===== config.mk =====
export PLATFORM = sky130hd
export DESIGN_NAME = ifetch32
export DESIGN_NICKNAME = d
export VERILOG_FILES = /design/src/rtl/ifetch32.sv
export SDC_FILE = /design/constraint.sdc
export NUM_CORES = 1
export LEC_CHECK = 0
export ABC_CLOCK_PERIOD_IN_PS = 4200
export CAP_MARGIN = 20
export CORE_MARGIN = 4
export CORE_UTILIZATION = 33
export DETAILED_ROUTE_END_ITERATION = 16
export PLACE_DENSITY = 0.57
export RECOVER_POWER = 100
export SLEW_MARGIN = 10
export SYNTH_ARGS = -nofsm -noshare
export SYNTH_HDL_FRONTEND = slang
export SYNTH_SLANG_ARGS = --single-unit

===== constraint.sdc =====
create_clock -name clk -period 4.2 [get_ports clk]
set_input_delay 1.26 -clock clk [delete_from_list [all_inputs] [get_ports clk]]
set_output_delay 1.26 -clock clk [all_outputs]
set_load 0.02 [all_outputs]

===== src/rtl/ifetch32.sv =====
`timescale 1ns/1ps
// ifetch32: instruction fetch and PC sequencer feeding the decoder, with branch redirect and link write.
// Optional feature macro IFETCH_PREFETCH_EN adds a 2-entry prefetch FIFO and a DRAIN state.
module ifetch32 #(
    parameter logic [31:0] RESET_PC = 32'h0000_0000,
    parameter logic [3:0]  LINK_REG = 4'd14
) (
    input  logic        clk,
    input  logic        rst_n,
    output logic        imem_req_out,
    output logic [31:0] imem_addr_out,
    input  logic        imem_ack_in,
    input  logic [31:0] imem_data_in,
    output logic [31:0] i_out,
    output logic        i_valid_out,
    output logic        ispb_out,
    output logic [31:0] pc_out,
    input  logic        stall_in,
    input  logic        ib_in,
    input  logic [31:0] bv_in,
    input  logic        bl_in,
    output logic        link_we_out,
    output logic [3:0]  link_addr_out,
    output logic [31:0] link_data_out
);

`ifdef IFETCH_PREFETCH_EN
    typedef enum logic {FETCH = 1'b0, DRAIN = 1'b1} state_t;
`else
    typedef enum logic {FETCH = 1'b0, HOLD = 1'b1} state_t;
`endif

    state_t      state_r;
    state_t      state_nxt_s;
    logic [31:0] fetch_pc_r;
    logic        ispb_pend_r;
    logic        req_s;
    logic        ack_s;
    logic        consume_s;
    logic        take_s;
    logic [31:0] target_s;

    assign consume_s     = i_valid_out & ~stall_in;
    assign take_s        = consume_s & ib_in;
    assign target_s      = pc_out + 32'd8 + bv_in;
    assign ack_s         = req_s & imem_ack_in;
    assign imem_req_out  = req_s;
    assign imem_addr_out = fetch_pc_r;
    assign link_addr_out = LINK_REG;

`ifdef IFETCH_PREFETCH_EN
    logic [31:0] fifo_data_r [2];
    logic [31:0] fifo_pc_r [2];
    logic [1:0]  fifo_pb_r;
    logic [1:0]  fifo_cnt_r;
    logic [31:0] target_r;
    logic        out_free_s;
    logic        pop_s;
    logic        push_s;
    logic        wr_idx_s;

    // Ack data bypasses the FIFO straight into i_out when the output slot frees and the FIFO is empty.
    assign out_free_s = ~i_valid_out | consume_s;
    assign pop_s      = out_free_s & (fifo_cnt_r != 2'd0);
    assign push_s     = ack_s & (state_r == FETCH) & ~take_s & ~(out_free_s & (fifo_cnt_r == 2'd0));
    assign wr_idx_s   = (fifo_cnt_r == 2'd2) | ((fifo_cnt_r == 2'd1) & ~pop_s);
`endif

    always_ff @(posedge clk) begin
        if (!rst_n) begin
            state_r <= FETCH;
        end else begin
            state_r <= state_nxt_s;
        end
    end

    always_comb begin
        state_nxt_s = state_r;
        case (state_r)
`ifdef IFETCH_PREFETCH_EN
            FETCH:   if (take_s && req_s && !imem_ack_in) state_nxt_s = DRAIN; else state_nxt_s = FETCH;
            DRAIN:   if (ack_s) state_nxt_s = FETCH; else state_nxt_s = DRAIN;
`else
            FETCH:   if (ack_s) state_nxt_s = HOLD; else state_nxt_s = FETCH;
            HOLD:    if (consume_s) state_nxt_s = FETCH; else state_nxt_s = HOLD;
`endif
            default: state_nxt_s = FETCH;
        endcase
    end

    // Request is gated by rst_n so it drops in the same cycle reset asserts.
    always_comb begin
        req_s = 1'b0;
        case (state_r)
`ifdef IFETCH_PREFETCH_EN
            FETCH:   req_s = rst_n & (fifo_cnt_r != 2'd2);
            DRAIN:   req_s = rst_n;
`else
            FETCH:   req_s = rst_n;
            HOLD:    req_s = 1'b0;
`endif
            default: req_s = 1'b0;
        endcase
    end

    always_ff @(posedge clk) begin
        if (!rst_n) begin
            fetch_pc_r    <= RESET_PC;
            ispb_pend_r   <= 1'b0;
            i_out         <= 32'd0;
            i_valid_out   <= 1'b0;
            ispb_out      <= 1'b0;
            pc_out        <= RESET_PC;
            link_we_out   <= 1'b0;
            link_data_out <= 32'd0;
`ifdef IFETCH_PREFETCH_EN
            fifo_data_r[0] <= 32'd0;
            fifo_data_r[1] <= 32'd0;
            fifo_pc_r[0]   <= 32'd0;
            fifo_pc_r[1]   <= 32'd0;
            fifo_pb_r      <= 2'd0;
            fifo_cnt_r     <= 2'd0;
            target_r       <= 32'd0;
`endif
        end else begin
            link_we_out <= take_s & bl_in;
            if (take_s && bl_in) begin
                link_data_out <= pc_out + 32'd4;
            end
`ifdef IFETCH_PREFETCH_EN
            if (take_s) begin
                i_valid_out <= 1'b0;
                ispb_out    <= 1'b0;
                fifo_cnt_r  <= 2'd0;
                ispb_pend_r <= 1'b1;
                if (req_s && !imem_ack_in) begin
                    target_r <= target_s;
                end else begin
                    fetch_pc_r <= target_s;
                end
            end else if (state_r == DRAIN) begin
                if (ack_s) begin
                    fetch_pc_r <= target_r;
                end
            end else begin
                if (ack_s) begin
                    fetch_pc_r  <= fetch_pc_r + 32'd4;
                    ispb_pend_r <= 1'b0;
                end
                if (pop_s) begin
                    i_out          <= fifo_data_r[0];
                    pc_out         <= fifo_pc_r[0];
                    ispb_out       <= fifo_pb_r[0];
                    i_valid_out    <= 1'b1;
                    fifo_data_r[0] <= fifo_data_r[1];
                    fifo_pc_r[0]   <= fifo_pc_r[1];
                    fifo_pb_r[0]   <= fifo_pb_r[1];
                end else if (out_free_s && ack_s) begin
                    i_out       <= imem_data_in;
                    pc_out      <= fetch_pc_r;
                    ispb_out    <= ispb_pend_r;
                    i_valid_out <= 1'b1;
                end else if (out_free_s) begin
                    i_valid_out <= 1'b0;
                    ispb_out    <= 1'b0;
                end
                if (push_s) begin
                    fifo_data_r[wr_idx_s] <= imem_data_in;
                    fifo_pc_r[wr_idx_s]   <= fetch_pc_r;
                    fifo_pb_r[wr_idx_s]   <= ispb_pend_r;
                end
                fifo_cnt_r <= fifo_cnt_r - {1'b0, pop_s} + {1'b0, push_s};
            end
`else
            if (ack_s) begin
                i_out       <= imem_data_in;
                pc_out      <= fetch_pc_r;
                i_valid_out <= 1'b1;
                ispb_out    <= ispb_pend_r;
                ispb_pend_r <= 1'b0;
            end else if (consume_s) begin
                i_valid_out <= 1'b0;
                ispb_out    <= 1'b0;
                if (ib_in) begin
                    fetch_pc_r  <= target_s;
                    ispb_pend_r <= 1'b1;
                end else begin
                    fetch_pc_r <= fetch_pc_r + 32'd4;
                end
            end
`endif
        end
    end

endmodule

## After elaboration in Yosys (flattened, before gate mapping)

Cells that the tools add are included.

- $add $sub $neg: 4
- Muxes and demuxes: 8
- Bitwise operators: 8
- Reductions and logical operators: 5

Operators with widths:

| operator | count |
|---|---|
| $add A32 B3 Y32 const B | 2 |
| $add A32 B32 Y32 | 1 |
| $add A32 B4 Y32 const B | 1 |
| $mux W32 | 1 |
| $mux W1 | 5 |
| $and A1 B1 Y1 | 4 |
| $not A1 Y1 | 4 |
| $pmux W1 S2 | 2 |
| $reduce_and A2 Y1 | 2 |
| $reduce_bool A2 Y1 | 1 |
| $reduce_or A2 Y1 | 1 |
| $logic_and A1 B1 Y1 | 1 |

- Register bits: 133
- Input port bits: 70
- Output and inout bits: 136

## Logic depth before layout (Yosys ltp)

Gate-level depths: netlist (run 1).

- Word-level depth: 5
- Mapped depth: 12
- Gate-level depth less buffers: 12

## Worst setup path before layout (run 1)

OpenSTA, ideal clock, no wires.

- Path kind: input to register
- Start point: input bv_in[1]
- End point: register fetch_pc_r[31], in the netlist imem_addr_out[31]
- Library setup time: 0.122 ns
- Arrival time: 3.685 ns
- Data required time: 4.078 ns
- Slack: 0.393 ns
- Stages on the path: 12
- Buffers on the path: 0
- Cells stage by stage: ha_1 -> ha_1 -> inv_1 -> fa_1 -> and2b_1 -> o2111ai_1 -> nand2_1 -> a21oi_1 -> o211a_1 -> o41ai_1 -> nor2_1 -> a311o_1

- Cells in the longest elaborated chain, start to end: 2

Ends and longest elaborated chain:

| element | RTL line | source |
|---|---|---|
| start: declaration | 20 | `input logic [31:0] bv_in,` |
| $add A32 B32 Y32 | 45 | `assign target_s = pc_out + 32'd8 + bv_in;` |
| $mux W32 | 184 | `if (ib_in) begin` |
| end signal: assignment | 185 | `fetch_pc_r <= target_s;` |
| end signal: assignment | 188 | `fetch_pc_r <= fetch_pc_r + 32'd4;` |
| end: declaration | 35 | `logic [31:0] fetch_pc_r;` |

No other way between the ends.
A chain may end at the register's enable or synchronous reset.

## Final worst setup path (run 1)

- Start point: input bv_in[1]
- End point: register fetch_pc_r[27], in the netlist imem_addr_out[27]

Same word-level chain as after synthesis.

==> flow_summary.toml, run 1 <==
[detailed_routing]
routed_via_density = 5.176
routed_wirelength_um = 26520
avgRoutedWirePerCell_um = 17.01
route.vias.total = 8069
dr.pass1.iters = 5
detail_route.iter0.violations = 565
antenna_left = 0
remaining_drc_errors = 0

[global_route]
first_pass_grt_wire_length_um = 42160
antenna_violations_before_repair = 2
grt_start_max_net_pins = 69
number_of_global_route_vias_before_repair = 7596
grt_remaining_overflow = 0
grt_util_all_layers_pct = 19.72

[clocking]
clk_latency_ns = 0.42
clock_path_buffers = 2
cts_inserted_buffers = 17
ctsRootBufferMaster = "sky130_fd_sc_hd__clkbuf_16"
num_clock_sinks = 133
cts.htree.levels = 4
clk_slew_on_worst_s_h_paths_ns = 0.06
tritoncts = "done"

[yosys]
netlist_area_um2 = 7945
count_of_flip_flops_with_a_built_in_enable_after_synthesis = 0
synthTopCellsByArea = "sky130_fd_sc_hd__dfxtp_1 (34%), sky130_fd_sc_hd__ha_1 (9.9%), sky130_fd_sc_hd__nand2_1 (8.5%)"
count_of_different_cell_masters_after_synthesis = 71
synth.yosys.seq_area_share_pct = 33.51
post_synth_most_frequent_cells = "sky130_fd_sc_hd__nand2_1 (179), sky130_fd_sc_hd__dfxtp_1 (133), sky130_fd_sc_hd__nand3_1 (99), sky130_fd_sc_hd__a21oi_1 (88), sky130_fd_sc_hd__nor2_1 (66)"
synth_largest_type_area_fraction_pct = 33.51
synthDominantAreaCellType = "sky130_fd_sc_hd__dfxtp_1"
asyncSetResetFlopFracSynth_pct = 0
ys_seq_elements = 133
yosysWarningCount = 0
average_instance_area_after_synthesis_um2 = 7.691
dominant_cell_by_count_in_the_synthesized_netlist = "sky130_fd_sc_hd__nand2_1"
synth_top_flop_cell = "sky130_fd_sc_hd__dfxtp_1"
synthCells = 1033

[cells_and_area]
finish.cell_count_without_fillers = 1559
final_nets = 1360
layout.core_utilization_pct = 46.48
layout-area-overhead-vs-synth_pct = 38.13
drive_above_1_share_pct = 7.264

[run_status]
violations_in_the_final_reports = "capacitance limit, slew limit"
outcome = "finished, violations left"

[timing]
post-route-min-period_ns = 4.021
hold_slack_ns = 0.4498
rsz0062_at_grt = "false"
hold_violations = 0
report.final.slew_viol_count = 135
tightest_slew_ns = 1.530
max_clock_freq_mhz = 248.7
final_setup_violating_endpoints = 0
min_period_over_period_pct = 95.73
clock_skew_ns = 0.008765
max_slew_margin_pct = -2.024
tns_ns = 0

[worst_setup_path]
setup.worst_path.start_class = "input pin"
timing.reg2reg.setup_slack_ns = 1.06
end_kind = "flop"
crit_arrival_ns = 4.30
worst-setup-path-type = "input pin to flop"
worstPathMaxFanout = 3
required_ns = 4.48

[floorplanning]
chipWidth_um = 163.2
area_of_the_core_um2 = 23610
fp-row-count = 56
vert_die_dim_um = 163.2
ioPinCount = 206
floorplan.die_area_um2 = 26620
initial_core_util_pct = 33.65

[power_and_ir_drop]
power_density_nw_per_um2 = 313.2
power.share.switching_pct = 28.10
static_leakage_nw = 4.902
ir_worst_vdd_mv = 0.2282
p_switching_mw = 0.9658
pwr-share-comb_pct = 14.7
p_int_mw = 2.471
report.power.total_mw = 3.437
power.share.clock_pct = 45.8
sequentialPowerShare_pct = 39.5

[placement]
dpl.cell_count = 1526
numPortBuffers = 201
finalWeightedCongestion = 0.8964
dp_hpwl_um = 19090

[min_path]
hold_path_class = "flop to flop"

[job]
cap_viol_max_count = 2
==> critical path, cell delays in order <==
cell                              delay (ns)
sky130_fd_sc_hd__clkdlybuf4s50_1        0.40
sky130_fd_sc_hd__ha_1                   0.27
sky130_fd_sc_hd__ha_1                   0.15
sky130_fd_sc_hd__inv_1                  0.06
sky130_fd_sc_hd__fa_1                   0.38
sky130_fd_sc_hd__and2b_1                0.24
sky130_fd_sc_hd__o2111ai_1              0.16
sky130_fd_sc_hd__a211o_1                0.35
sky130_fd_sc_hd__a211oi_1               0.22
sky130_fd_sc_hd__nor3_1                 0.13
sky130_fd_sc_hd__o41ai_1                0.42
sky130_fd_sc_hd__xnor2_1                0.17
sky130_fd_sc_hd__o22ai_1                0.08
==> cells by family (layout without fill, tap and decap cells) <==
family / count (synthesis) / in the layout / synth area share [%]
compound gates: 255 / 255 / 19.81
fa+ha+maj: 64 / 64 / 10.17
flops: 133 / 133 / 33.51
xor+xnor: 48 / 48 / 5.291
mux: 3 / 3 / 0.3937
simple gates: 440 / 440 / 26.19
other cells: 2 / 5 / 0.09452
buf+inv: 88 / 292 / 4.535
==> final timing paths <==
kind,to,cells after the start,startpoint
worst max register to register,imem_addr_out[27],12,pc_out[1]
worst max-delay path,imem_addr_out[27],13,bv_in[1]
worst min-delay path,i_out[10],2,i_out[10]
worst min register to register,i_out[10],2,i_out[10]
==> state kept, by name, summed over array words and instances, names as in the netlist <==
register	cells
ispb_out	1
link_we_out	1
state_r	1
i_valid_out	1
link_data_out	32
ispb_pend_r	1
i_out	32
imem_addr_out	32
pc_out	32
==> cell type report <==
type                       instances  area (um2)
antenna                            1       2.502
inverter                          20       75.07
clock buffer                      18       429.2
timing repair buffer             240        2290
fill                            2374       12640
multi-input combinational        814        4940
clock inverter                    14       176.4
tap                              319       399.1
sequential                       133        2663
==> timing repair <==
item	in CTS	in global routing
hold buffers	0	0
gates resized for setup	0	1
buffers inserted	0	0
setup endpoints to repair	0	1
==> placed cells by master, fill, tap and decap left out, drive strengths merged, types with 25 or more instances in the layout <==
cell,netlist,layout
nand2,179,179
dlygate4sd3,0,134
dfxtp,133,133
nand3,99,99
a21oi,88,88
nor2,66,66
clkdlybuf4s50,0,66
ha,63,63
o21ai,61,61
buf,27,33
xor2,32,32
clkbuf,41,25
==> power groups by stage <==
stage	logic [mW]	clock network, mW	registers, mW
floorplan	0.226	0	1.43
global placement	0.526	0	1.39
detailed placement	0.526	0	1.39
CTS	0.529	1.61	1.36
global route	0.558	1.66	1.36
finish	0.507	1.57	1.36
==> metal layers <==
metal,track usage [%],vias up,wire length [um],share of wire (%)
li1,-,4083,-,-
met1,27.85,3713,12630,48
met2,29.58,245,11330,43
met3,5.778,26,2171,8.2
met4,4.880,2,370,1.4
met5,0,-,12,0.045
==> through the flow <==
stage | worst slack, ns | instance area [um2]
after floorplan | 0.3927 | 7953
after global placement | -0.1881 | 10370
after detailed placement | -0.2314 | 10370
after CTS | 0.1962 | 10980
after global routing | 0.05100 | 10970
final | 0.1793 | 10970
Note: power is estimated with default switching activity, not from simulation.
==> run 2: changes to the inputs <==
==> constraint.sdc (replaced) <==
create_clock -name clk -period 4.2 [get_ports clk]
set_input_delay 1.26 -clock clk [delete_from_list [all_inputs] [get_ports clk]]
set_output_delay 1.26 -clock clk [all_outputs]
set_load 0.05 [all_outputs]
==> flow_summary.toml, run 2 (synthesized netlist as in run 1, its figures left out) <==
[floorplanning]
chipWidth_um = 163.2
area_of_the_core_um2 = 23610
ioPinCount = 206
vert_die_dim_um = 163.2
floorplan.die_area_um2 = 26620
initial_core_util_pct = 33.65
fp-row-count = 56

[run_status]
violations_in_the_final_reports = "capacitance limit, slew limit"
outcome = "finished, violations left"

[global_route]
grt_remaining_overflow = 0
first_pass_grt_wire_length_um = 42760
antenna_violations_before_repair = 2
number_of_global_route_vias_before_repair = 7867
grt_start_max_net_pins = 68
grt_util_all_layers_pct = 20.06

[timing]
min_period_over_period_pct = 95.13
hold_slack_ns = 0.4479
rsz0062_at_grt = "false"
hold_violations = 0
post-route-min-period_ns = 3.995
tns_ns = 0
layout_setup_ws_ns = 0.2047
report.final.slew_viol_count = 39
final_setup_violating_endpoints = 0
max_slew_margin_pct = -28.23
clock_skew_ns = 0.007922
max_clock_freq_mhz = 250.3
tightest_slew_ns = 1.923

[detailed_routing]
remaining_drc_errors = 0
routed_via_density = 5.215
antenna_left = 0
detail_route.iter0.violations = 502
routed_wirelength_um = 26810
route.vias.total = 8156
avgRoutedWirePerCell_um = 17.14
dr.pass1.iters = 5

[clocking]
tritoncts = "done"
clk_slew_on_worst_s_h_paths_ns = 0.06
clock_path_buffers = 2
ctsRootBufferMaster = "sky130_fd_sc_hd__clkbuf_16"
cts_setup_buffers = 0
num_clock_sinks = 133
cts_inserted_buffers = 17
post_cts_resize_count = 0
cts.htree.levels = 4
cts_hold_buffers = 0
clk_latency_ns = 0.42

[power_and_ir_drop]
ir_worst_vdd_mv = 0.2319
static_leakage_nw = 4.905
report.power.total_mw = 3.471
power_density_nw_per_um2 = 316.7

[min_path]
hold_path_class = "flop to flop"

[placement]
finalWeightedCongestion = 0.9086
dpl.cell_count = 1530
post-place-ws_ns = -0.2484
dp_hpwl_um = 19450
numPortBuffers = 201

[worst_setup_path]
end_kind = "flop"
worstPathMaxFanout = 3
timing.critical_path.slowest_cell_delay_ns = 0.40
crit_arrival_ns = 4.29
required_ns = 4.49
worst_path_most_repeated_cell = "sky130_fd_sc_hd__ha_1"
slowest_stage = "sky130_fd_sc_hd__clkdlybuf4s50_1"
worst-setup-path-type = "input pin to flop"
critical_path.cell_chain = "clkdlybuf4s50_1 -> ha_1 -> ha_1 -> inv_1 -> fa_1 -> and2b_1 -> o2111ai_1 -> a211o_1 -> a211oi_1 -> nor3_1 -> o41ai_1 -> xnor2_1 -> o22ai_1"
setup.worst_path.start_class = "input pin"

[cells_and_area]
final_common_cell = "sky130_fd_sc_hd__nand2_1"
drive_above_1_share_pct = 7.166
finish.cell_count_without_fillers = 1564
most-common-layout-cells = "sky130_fd_sc_hd__nand2_1 (178), sky130_fd_sc_hd__dlygate4sd3_1 (134), sky130_fd_sc_hd__dfxtp_1 (133)"
layout-area-overhead-vs-synth_pct = 37.97
final_nets = 1364

[job]
cap_viol_max_count = 1
==> run 2: cell types whose count changed in the layout (fill, tap and decap cells not counted), sizes merged, moves of 2 or more <==
cell,previous run,this run
clkinv,3,9
inv,23,20
clkinvlp,5,1
clkbuf,25,32
diode,1,3
==> run 2: cell type report <==
type,instances,area [um2]
Clock buffer,19,442.9
Timing Repair Buffer,244,2300
Fill cell,2393,12650
Clock inverter,12,131.4
Antenna cell,3,7.507
Tap cell,319,399.1
Inverter,20,75.07
Sequential cell,133,2663
Multi-Input combinational cell,814,4943
==> run 2: path summary, 6_finish.rpt <==
path / from / to / slack (ns) / cells past startpoint
hold / removal: i_out[10] / i_out[10] / 0.45 / 2
setup reg to reg: pc_out[2] / imem_addr_out[30] / 1.02 / 12
hold reg to reg: i_out[10] / i_out[10] / 0.45 / 2
setup / recovery: bv_in[1] / imem_addr_out[27] / 0.20 / 13
==> run 2: power by group <==
part | internal [mW] | total (mW) | switching, mW
registers | 1.31 | 1.36 | 0.0474
clock network | 0.887 | 1.49 | 0.606
logic | 0.219 | 0.621 | 0.402
==> run 2: routing by layer <==
layer	up-vias	track usage (%)	part of all wire (%)
li1	4092	-	-
met1	3730	28.02	46
met2	305	30.43	43
met3	29	5.501	8.9
met4	0	5.642	1.5
met5	-	0	0
==> run 2: through the flow <==
step,area [um2],util [%]
floorplan,7953,-
detailed placement,10410,44.10
CTS,10990,46.53
global placement,10410,44.10
finish,10960,46.42
global route,10960,46.41
==> run 2: critical path, delay by kind of cell <==
family / cells / cell delay, ns
compound gates: 5 / 1.21
buf+inv: 2 / 0.45
xor+xnor: 1 / 0.17
simple gates: 2 / 0.36
fa+ha+maj: 3 / 0.81
==> run 3: changes to the inputs <==
==> constraint.sdc (replaced) <==
create_clock -name clk -period 4.2 [get_ports clk]
set_input_delay 0.84 -clock clk [delete_from_list [all_inputs] [get_ports clk]]
set_output_delay 0.84 -clock clk [all_outputs]
set_load 0.05 [all_outputs]
==> flow_summary.toml, run 3 (synthesized netlist as in run 1, its figures left out) <==
[run_status]
outcome = "finished, violations left"
violations_in_the_final_reports = "capacitance limit, slew limit"

[detailed_routing]
routed_via_density = 5.205
detail_route.iter0.violations = 458
antenna_left = 0
routed_wirelength_um = 26390
dr.pass1.iters = 5
avgRoutedWirePerCell_um = 17.22
route.vias.total = 7974
remaining_drc_errors = 0

[timing]
clock_skew_ns = 0.01176
hold_slack_ns = 0.4479
tightest_slew_ns = 2.035
rsz0062_at_grt = "false"
layout_setup_ws_ns = 0.5090
tns_ns = 0
max_clock_freq_mhz = 270.9
hold_violations = 0
report.final.slew_viol_count = 126
post-route-min-period_ns = 3.691
max_slew_margin_pct = -35.67
final_setup_violating_endpoints = 0
min_period_over_period_pct = 87.88

[placement]
numPortBuffers = 201
dp_hpwl_um = 19040
post-place-ws_ns = 0.1454
finalWeightedCongestion = 0.9198
dpl-instance-area_um2 = 10180

[worst_setup_path]
crit_arrival_ns = 3.99
timing.reg2reg.setup_slack_ns = 0.92
rr_startpoint = "pc_out[2]"
startpoint = "bv_in[5]"
timing.rr.end = "imem_addr_out[29]"
required_ns = 4.49
setup.worst_path.start_class = "input pin"
setup.worst_path.end = "imem_addr_out[30]"
worstPathMaxFanout = 5
worst-setup-path-type = "input pin to flop"
worstRegToRegCells = 11
end_kind = "flop"

[clocking]
cts.htree.levels = 4
tritoncts = "done"
ctsRootBufferMaster = "sky130_fd_sc_hd__clkbuf_16"
cts_hold_buffers = 0
cts_setup_buffers = 0
post_cts_resize_count = 0
cts_inserted_buffers = 17
clock_path_buffers = 2
num_clock_sinks = 133
clk_slew_on_worst_s_h_paths_ns = 0.06
clk_latency_ns = 0.42

[power_and_ir_drop]
static_leakage_nw = 4.761
report.power.total_mw = 3.591
ir_worst_vdd_mv = 0.2110
power_density_nw_per_um2 = 333.4

[floorplanning]
ioPinCount = 206
vert_die_dim_um = 163.2
chipWidth_um = 163.2
area_of_the_core_um2 = 23610
floorplan.die_area_um2 = 26620
initial_core_util_pct = 33.65
fp-row-count = 56

[cells_and_area]
final_area_um2 = 10770
most-common-layout-cells = "sky130_fd_sc_hd__nand2_1 (178), sky130_fd_sc_hd__dlygate4sd3_1 (134), sky130_fd_sc_hd__dfxtp_1 (133)"
final_nets = 1333
drive_above_1_share_pct = 4.703
layout-area-overhead-vs-synth_pct = 35.58
fillers = 2385
final_common_cell = "sky130_fd_sc_hd__nand2_1"

[min_path]
hold_path_class = "flop to flop"

[global_route]
antenna_violations_before_repair = 1
grt_remaining_overflow = 0
number_of_global_route_vias_before_repair = 7539
first_pass_grt_wire_length_um = 41750
grt_start_max_net_pins = 68
grt_util_all_layers_pct = 19.63

[job]
cap_viol_max_count = 2
run 3: cell types whose count changed in the layout (fill, tap and decap cells not counted), moves of 2 or more:
| cell | delta |
|---|---|
| sky130_fd_sc_hd__buf_4 | -26 |
| sky130_fd_sc_hd__bufinv_16 | +2 |
| sky130_fd_sc_hd__clkbuf_4 | -3 |
| sky130_fd_sc_hd__clkinv_2 | -3 |
| sky130_fd_sc_hd__clkinv_4 | -2 |
| sky130_fd_sc_hd__clkinvlp_4 | +3 |
| sky130_fd_sc_hd__diode_2 | -2 |
run 3: per-layer routing:
metal,track usage [%],up-vias,wire [um]
li1,-,4018,-
met1,27.74,3645,12570
met2,29.75,289,11350
met3,5.501,22,2140
met4,4.651,0,324
met5,0,-,0
run 3: worst max-delay path: stages:
cell	delay (ns)
sky130_fd_sc_hd__dlygate4sd3_1	0.54
sky130_fd_sc_hd__ha_1	0.27
sky130_fd_sc_hd__ha_1	0.36
sky130_fd_sc_hd__a21o_1	0.21
sky130_fd_sc_hd__a31oi_1	0.27
sky130_fd_sc_hd__a31oi_1	0.18
sky130_fd_sc_hd__o211a_1	0.25
sky130_fd_sc_hd__o21ai_0	0.29
sky130_fd_sc_hd__and2_0	0.31
sky130_fd_sc_hd__a21oi_1	0.11
sky130_fd_sc_hd__or3_1	0.34
run 3: worst min path at each step:
| stage | from | to | slack (ns) | depth (start not counted) |
|---|---|---|---|---|
| after floorplan | ispb_pend_r | ispb_out | 0.43 | 2 |
| after global placement | i_out[23] | i_out[23] | 0.44 | 2 |
| after detailed placement | i_out[0] | i_out[0] | 0.44 | 2 |
| after CTS | i_out[24] | i_out[24] | 0.45 | 2 |
| after global routing | i_out[18] | i_out[18] | 0.47 | 2 |
| final | i_out[0] | i_out[0] | 0.45 | 2 |
run 3: cell type report:
| class | count | area, um2 | share of cell area, % |
|---|---|---|---|
| Antenna cell | 1 | 2.502 | 0.02323 |
| Clock buffer | 18 | 429.2 | 3.984 |
| Clock inverter | 14 | 201.4 | 1.870 |
| Inverter | 20 | 75.07 | 0.6969 |
| Multi-Input combinational cell | 814 | 4928 | 45.75 |
| Sequential cell | 133 | 2663 | 24.72 |
| Tap cell | 319 | 399.1 | 3.705 |
| Timing Repair Buffer | 213 | 2073 | 19.25 |
run 3: report_power, final:
group          switching [mW]  internal [mW]  leakage [nW]  total, mW
combinational           0.397          0.206          3.39      0.603
clock                   0.628           1.00         0.295       1.63
sequential             0.0480           1.31          1.08       1.36
run 3: stage by stage:
stage	utilization (%)	std cells
2_1_floorplan	-	1035
3_3_place_gp	43.12	1499
3_5_place_dp	43.12	1499
4_1_cts	45.79	1531
5_1_grt	45.62	1532
6_report	45.62	1532
